`src/rtl/glyph_reader_pkg.sv`:
```
// glyph_reader_pkg
// Shared types and helpers for the glyph reader:
//   state_t   - recogniser FSM states
//   idx_width - index width for a pattern of n entries (never below 1)
//   is_blank  - true when a sampled column has no set rows
package glyph_reader_pkg;

    typedef enum logic [1:0] {
        IDLE  = 2'd0,
        MATCH = 2'd1,
        SKIP  = 2'd2
    } state_t;

    function automatic int idx_width(input int n);
        return (n <= 2) ? 1 : $clog2(n);
    endfunction

    // Columns are zero-extended by the caller so one function serves any ROWS.
    function automatic logic is_blank(input logic [63:0] c);
        return (c == 64'd0);
    endfunction

endpackage

```
`src/rtl/glyph_reader_if.sv`:
```
// glyph_reader_if
// Column stream, pattern/length programming and result signals.
//   master : drives col_valid/col and the programming fields, observes results
//   slave  : the reader; observes the stream/programming, drives match/busy/match_count
interface glyph_reader_if #(
    parameter int ROWS    = 3,
    parameter int MAX_LEN = 4,
    parameter int COUNT_W = 8
);
    localparam int IDX_W = glyph_reader_pkg::idx_width(MAX_LEN);

    logic               col_valid;
    logic [ROWS-1:0]    col;
    logic               pat_we;
    logic [IDX_W-1:0]   pat_idx;
    logic [ROWS-1:0]    pat_col;
    logic               len_we;
    logic [IDX_W:0]     len_val;
    logic               match;
    logic               busy;
    logic [COUNT_W-1:0] match_count;

    modport master (
        output col_valid, col, pat_we, pat_idx, pat_col, len_we, len_val,
        input  match, busy, match_count
    );

    modport slave (
        input  col_valid, col, pat_we, pat_idx, pat_col, len_we, len_val,
        output match, busy, match_count
    );
endinterface

```
`src/rtl/glyph_pattern_store.sv`:
```
// glyph_pattern_store
// Holds the programmed glyph columns and the glyph length.
//   clk, restart        - clock, synchronous active-low reset
//   pat_we/pat_idx/pat_col - pattern entry write (out-of-range index ignored)
//   len_we/len_val      - length write, clamped to MAX_LEN
//   pattern, pat_len    - current contents
//   cfg_write           - an accepted write happens this cycle
module glyph_pattern_store #(
    parameter int ROWS    = 3,
    parameter int MAX_LEN = 4,
    parameter int IDX_W   = 2
) (
    input  logic                          clk,
    input  logic                          restart,
    input  logic                          pat_we,
    input  logic [IDX_W-1:0]              pat_idx,
    input  logic [ROWS-1:0]               pat_col,
    input  logic                          len_we,
    input  logic [IDX_W:0]                len_val,
    output logic [MAX_LEN-1:0][ROWS-1:0]  pattern,
    output logic [IDX_W:0]                pat_len,
    output logic                          cfg_write
);
    localparam logic [IDX_W:0] LEN_MAX = (IDX_W+1)'(MAX_LEN);

    logic pat_ok;

    assign pat_ok    = pat_we && ({1'b0, pat_idx} < LEN_MAX);
    assign cfg_write = pat_ok || len_we;

    always_ff @(posedge clk) begin
        if (!restart) begin
            pattern <= '0;
            pat_len <= '0;
        end else begin
            if (pat_ok)
                pattern[pat_idx] <= pat_col;
            if (len_we)
                pat_len <= (len_val > LEN_MAX) ? LEN_MAX : len_val;
        end
    end
endmodule

```
`src/rtl/glyph_reader.sv`:
```
// glyph_reader
// Recognises a programmed glyph (pat_len non-blank columns between blanks)
// in a stream of sampled columns and counts recognitions.
//   clk, restart - clock, synchronous active-low reset
//   bus (slave)  - column stream, programming, match/busy/match_count
//
//   state | meaning
//   IDLE  | previous column blank (or just reset); idx = 0
//   MATCH | idx leading columns of the glyph matched
//   SKIP  | mismatch or reprogramming; waiting for a blank
module glyph_reader
    import glyph_reader_pkg::*;
#(
    parameter int ROWS    = 3,
    parameter int MAX_LEN = 4,
    parameter int COUNT_W = 8
) (
    input  logic           clk,
    input  logic           restart,
    glyph_reader_if.slave  bus
);
    localparam int IDX_W = idx_width(MAX_LEN);

    logic [MAX_LEN-1:0][ROWS-1:0] pattern;
    logic [IDX_W:0]               pat_len;
    logic                         cfg_write;

    state_t             state;
    logic [IDX_W:0]     idx;
    logic               match_r;
    logic               busy_r;
    logic [COUNT_W-1:0] count_r;

    logic blank;
    logic hit;

    glyph_pattern_store #(
        .ROWS   (ROWS),
        .MAX_LEN(MAX_LEN),
        .IDX_W  (IDX_W)
    ) u_store (
        .clk      (clk),
        .restart  (restart),
        .pat_we   (bus.pat_we),
        .pat_idx  (bus.pat_idx),
        .pat_col  (bus.pat_col),
        .len_we   (bus.len_we),
        .len_val  (bus.len_val),
        .pattern  (pattern),
        .pat_len  (pat_len),
        .cfg_write(cfg_write)
    );

    assign blank = is_blank(64'(bus.col));
    // idx is 0 in IDLE, so this one compare covers the first column too;
    // idx < pat_len also keeps the index inside the pattern array.
    assign hit   = (idx < pat_len) && (bus.col == pattern[idx[IDX_W-1:0]]);

    always_ff @(posedge clk) begin
        if (!restart) begin
            state   <= IDLE;
            idx     <= '0;
            match_r <= 1'b0;
            busy_r  <= 1'b0;
            count_r <= '0;
        end else begin
            match_r <= 1'b0;
            if (cfg_write) begin
                // Reprogramming invalidates any partial glyph; the column is dropped.
                state  <= SKIP;
                idx    <= '0;
                busy_r <= 1'b0;
            end else if (bus.col_valid) begin
                case (state)
                    IDLE, MATCH: begin
                        if (blank) begin
                            if (state == MATCH && idx == pat_len) begin
                                match_r <= 1'b1;
                                if (count_r != '1)
                                    count_r <= count_r + COUNT_W'(1);
                            end
                            state  <= IDLE;
                            idx    <= '0;
                            busy_r <= 1'b0;
                        end else if (hit) begin
                            state  <= MATCH;
                            idx    <= idx + (IDX_W+1)'(1);
                            busy_r <= 1'b1;
                        end else begin
                            state  <= SKIP;
                            idx    <= '0;
                            busy_r <= 1'b0;
                        end
                    end
                    SKIP: begin
                        if (blank)
                            state <= IDLE;
                    end
                    default: begin
                        state  <= IDLE;
                        idx    <= '0;
                        busy_r <= 1'b0;
                    end
                endcase
            end
        end
    end

    assign bus.match       = match_r;
    assign bus.busy        = busy_r;
    assign bus.match_count = count_r;
endmodule

```
`src/flat_wrapper.sv`:
```
// flat-port wrapper written by rule: the top's interface ports become plain ports
module glyph_reader_flat import glyph_reader_pkg::*;
#(
    parameter int ROWS    = 3,
    parameter int MAX_LEN = 4,
    parameter int COUNT_W = 8
)
  (clk, restart, bus_col_valid, bus_col, bus_pat_we, bus_pat_idx, bus_pat_col, bus_len_we, bus_len_val, bus_match, bus_busy, bus_match_count);
  glyph_reader_if #(.ROWS(ROWS), .MAX_LEN(MAX_LEN), .COUNT_W(COUNT_W)) bus_i ();
  input  logic clk;
  input  logic restart;
  input wire logic [$bits(bus_i.col_valid)-1:0] bus_col_valid;
  input wire logic [$bits(bus_i.col)-1:0] bus_col;
  input wire logic [$bits(bus_i.pat_we)-1:0] bus_pat_we;
  input wire logic [$bits(bus_i.pat_idx)-1:0] bus_pat_idx;
  input wire logic [$bits(bus_i.pat_col)-1:0] bus_pat_col;
  input wire logic [$bits(bus_i.len_we)-1:0] bus_len_we;
  input wire logic [$bits(bus_i.len_val)-1:0] bus_len_val;
  output wire logic [$bits(bus_i.match)-1:0] bus_match;
  output wire logic [$bits(bus_i.busy)-1:0] bus_busy;
  output wire logic [$bits(bus_i.match_count)-1:0] bus_match_count;
  assign bus_i.col_valid = bus_col_valid;
  assign bus_i.col = bus_col;
  assign bus_i.pat_we = bus_pat_we;
  assign bus_i.pat_idx = bus_pat_idx;
  assign bus_i.pat_col = bus_pat_col;
  assign bus_i.len_we = bus_len_we;
  assign bus_i.len_val = bus_len_val;
  assign bus_match = bus_i.match;
  assign bus_busy = bus_i.busy;
  assign bus_match_count = bus_i.match_count;
  glyph_reader #(.ROWS(ROWS), .MAX_LEN(MAX_LEN), .COUNT_W(COUNT_W)) u_core (.clk(clk), .restart(restart), .bus(bus_i));
endmodule
```
`config.mk`:
```
export PLATFORM = sky130hd
export DESIGN_NAME = glyph_reader_flat
export DESIGN_NICKNAME = d
export VERILOG_FILES = /design/src/rtl/glyph_reader_pkg.sv /design/src/rtl/glyph_reader_if.sv /design/src/rtl/glyph_pattern_store.sv /design/src/rtl/glyph_reader.sv /design/src/flat_wrapper.sv
export SDC_FILE = /design/constraint.sdc
export NUM_CORES = 1
export LEC_CHECK = 0
export CAP_MARGIN = 30
export CORE_MARGIN = 4
export CORE_UTILIZATION = 45
export DETAILED_ROUTE_END_ITERATION = 8
export PLACE_DENSITY = 0.75
export SLEW_MARGIN = 0
export SYNTH_ARGS = -nofsm -noshare
export SYNTH_HDL_FRONTEND = slang
export SYNTH_HIERARCHICAL = 1
export SYNTH_SLANG_ARGS = --single-unit
```
`constraint.sdc`:
```
create_clock -name clk -period 5.2 [get_ports clk]
set_input_delay 0.52 -clock clk [delete_from_list [all_inputs] [get_ports clk]]
set_output_delay 0.52 -clock clk [all_outputs]
set_load 0.03 [all_outputs]
```
==> flow_summary.yaml <==
sta:
  tightest_slew_ns: 0.890
  setup_viol: 0
  finClkSkew_ns: 0.00716
  clock.fmax_ghz: 0.393
  rsz0062_at_grt: "no"
  period_minus_slack_ns: 2.55
  tns_ns: 0
  period_share_pct: 49.0
  holdWs_ns: 0.466
  setup_ws_ns: 2.65
  slew_viol_final: 0
  maxSlewHeadroom_pct: 40.5
  finalHoldViolCount: 0
floorplanning:
  die_w_um: 66.0
  rows: 20
  core-area_sq_mm: 0.00313
  die_area_sq_mm: 0.00435
  io-pin-count: 26
  dieHeight_um: 66.0
  initial_core_util_pct: 48.3
power_and_ir_drop:
  max-vdd-ir-drop_mv: 0.122
  power_density_mw_per_mm2: 221
  p_leak_nw: 0.710
cells_and_area:
  final_cell_mix: "30 x dfxtp_1, 25 x clkdlybuf4s50_1, 19 x nand2_1, 14 x mux2i_1, 8 x inv_1"
  layout.nets: 206
  area_delta_synth_final_pct: 21.2
  final_common_cell: "dfxtp_1"
  fin_area_sq_mm: 0.00183
  n_antenna_cell: 0
  drive_above_1_share_pct: 4.86
  fillers: 277
cts:
  cts_tree: "built"
  clock-sinks: 30
  cts_buffers: 5
  clockRootBuffer: "clkbuf_4"
  post-cts-setup-buffers: 0
  clockBufferDepth: 2
  ctsHoldBuffers: 0
  h-tree-depth: 2
  clk_pin_slew_worst_paths_ns: 0.09
  ctsResizeCount: 0
  clk_latency_ns: 0.33
synth:
  synth-adder-area-share_pct: 4.14
  ys_seq_area_share_pct: 39.7
  synth_top_family_by_area: "simple AND/OR/NAND/NOR gates"
  synth_compound_area_share_pct: 8.36
  synth_area_sq_mm: 0.00151
  synth-edff-count: 0
  synthSimpleGateAreaFrac_pct: 24.9
  synth-main-ff-cell: "dfxtp_1"
  synth-async-reset-ratio_pct: 0
  ys_ff_latch: 30
  syn_area_per_cell_sq_um: 9.63
  syn_nets: 178
  yosysWarnings: 6
  syn_inst: 157
  synth_xor_area_share_pct: 4.64
  synth_cell_types: 39
  muxShareOfSynthArea_pct: 14.2
flow_run:
  drv_cap: 0
setup_path:
  start_kind: "input port"
  crit_required_ns: 5.42
  path_class: "in -> reg"
  cp_max_fo: 10
  endpoint_kind: "flip-flop"
  cp.arrival_ns: 2.76
drt:
  drcViolationCount: 0
  dr.pass1.iters: 4
  antenna_left: 0
  vias: 1199
  drt_wl_total_mm: 3.00
  wl_per_cell_um: 13.1
  drtIter0Drc: 79
  viasPerCell: 5.24
grt:
  grt_pass1_vias: 1140
  grt_pass1_wl_mm: 5.10
  antenna_found_initial: 0
  overflow: 0
  grt.total_usage_pct: 15.4
  grt_max_degree: 31
placement:
  place_ws_ns: 2.29
  placed_area_sq_mm: 0.00179
  port_buffers: 25
  hpwl_mm: 2.28
  gp_congestion: 0.844
min_path:
  hold_class: "reg -> reg"
outcome:
  run_status: "completed"
## report_power, final
part | switching (mW) | internal [mW] | leakage [nW] | total, mW
Sequential | 0.00323 | 0.234 | 0.243 | 0.238
Clock | 0.0728 | 0.0508 | 0.0254 | 0.124
Combinational | 0.0204 | 0.0226 | 0.441 | 0.0430
Total | 0.0965 | 0.308 | 0.710 | 0.404
## metrics by stage
step | std cells | power, mW | util (%)
final | 229 | 0.404 | 58.6
after global placement | 222 | 0.284 | 57.1
after floorplan | 157 | 0.267 | -
after CTS | 229 | 0.409 | 58.6
after global routing | 229 | 0.424 | 58.6
after detailed placement | 222 | 0.286 | 57.1
## registers in the layout, indices dropped and copies added (netlist names)
| signal | count |
|---|---|
| u_core/u_store/pat_len | 3 |
| u_core/bus.match | 1 |
| u_core/state | 2 |
| u_core/bus.match_count | 8 |
| u_core/u_store/pattern | 12 |
| u_core/bus.busy | 1 |
| u_core/idx | 3 |
## Yosys cell counts, types with 2 or more instances
library cell,count,area [sq um]
nand2_1,19,71.3
inv_1,8,30.0
nor2b_1,4,25.0
o21ai_0,5,25.0
nand3b_1,5,37.5
nor2_1,2,7.51
mux4_1,2,52.6
buf_4,2,15.0
xor2_1,4,35.0
a21boi_0,5,37.5
and2_1,6,37.5
nand2b_1,5,31.3
nand4_1,2,12.5
a21oi_1,3,15.0
dfxtp_1,30,601
nor3_1,6,30.0
nand3_1,4,20.0
ha_1,5,62.6
nor4_1,2,12.5
mux2i_1,14,140
xnor2_1,4,35.0
or3_1,3,18.8
## path summary, 6_finish.rpt
path              slack, ns  cells after the start                   endpoint                       from
setup / recovery       2.65                      7  u_core/bus.match_count[7]                 bus_len_we
setup reg to reg       3.05                      5              u_core/idx[1]              u_core/idx[0]
hold / removal         0.47                      2  u_core/u_store/pattern[5]  u_core/u_store/pattern[5]
hold reg to reg        0.47                      2  u_core/u_store/pattern[5]  u_core/u_store/pattern[5]
## worst max-delay path, cell delays in order
cell,delay (ns)
clkdlybuf4s50_1,0.50
or2_2,0.37
nor4bb_1,0.35
o2111ai_1,0.43
nor3_1,0.34
xor2_1,0.09
and2_1,0.16
## metal layers
layer / wire length [um] / global-route usage [%] / vias up
li1: - / - / 610
met2: 1360 / 22.8 / 34
met5: 0 / 0 / -
met1: 1410 / 20.6 / 548
met3: 176 / 4.08 / 7
met4: 51 / 7.61 / 0
## area by class of cell
class / instances / area, sq um / share of cell area [%]
Multi-Input combinational cell: 115 / 851 / 46.4
Sequential cell: 30 / 601 / 32.8
Timing Repair Buffer: 25 / 250 / 13.7
Tap cell: 44 / 55.1 / 3.01
Clock buffer: 7 / 45.0 / 2.46
Inverter: 8 / 30.0 / 1.64
## kinds of logic after synthesis
family	count (synthesis)
AOI/OAI and AO/OA	19
and+or+nand+nor	66
xor gates and xnor gates	8
muxes	17
adders and majority gates	5
buffers and inverters	12
DFF	30
Power figures use the tool's default switching activity.
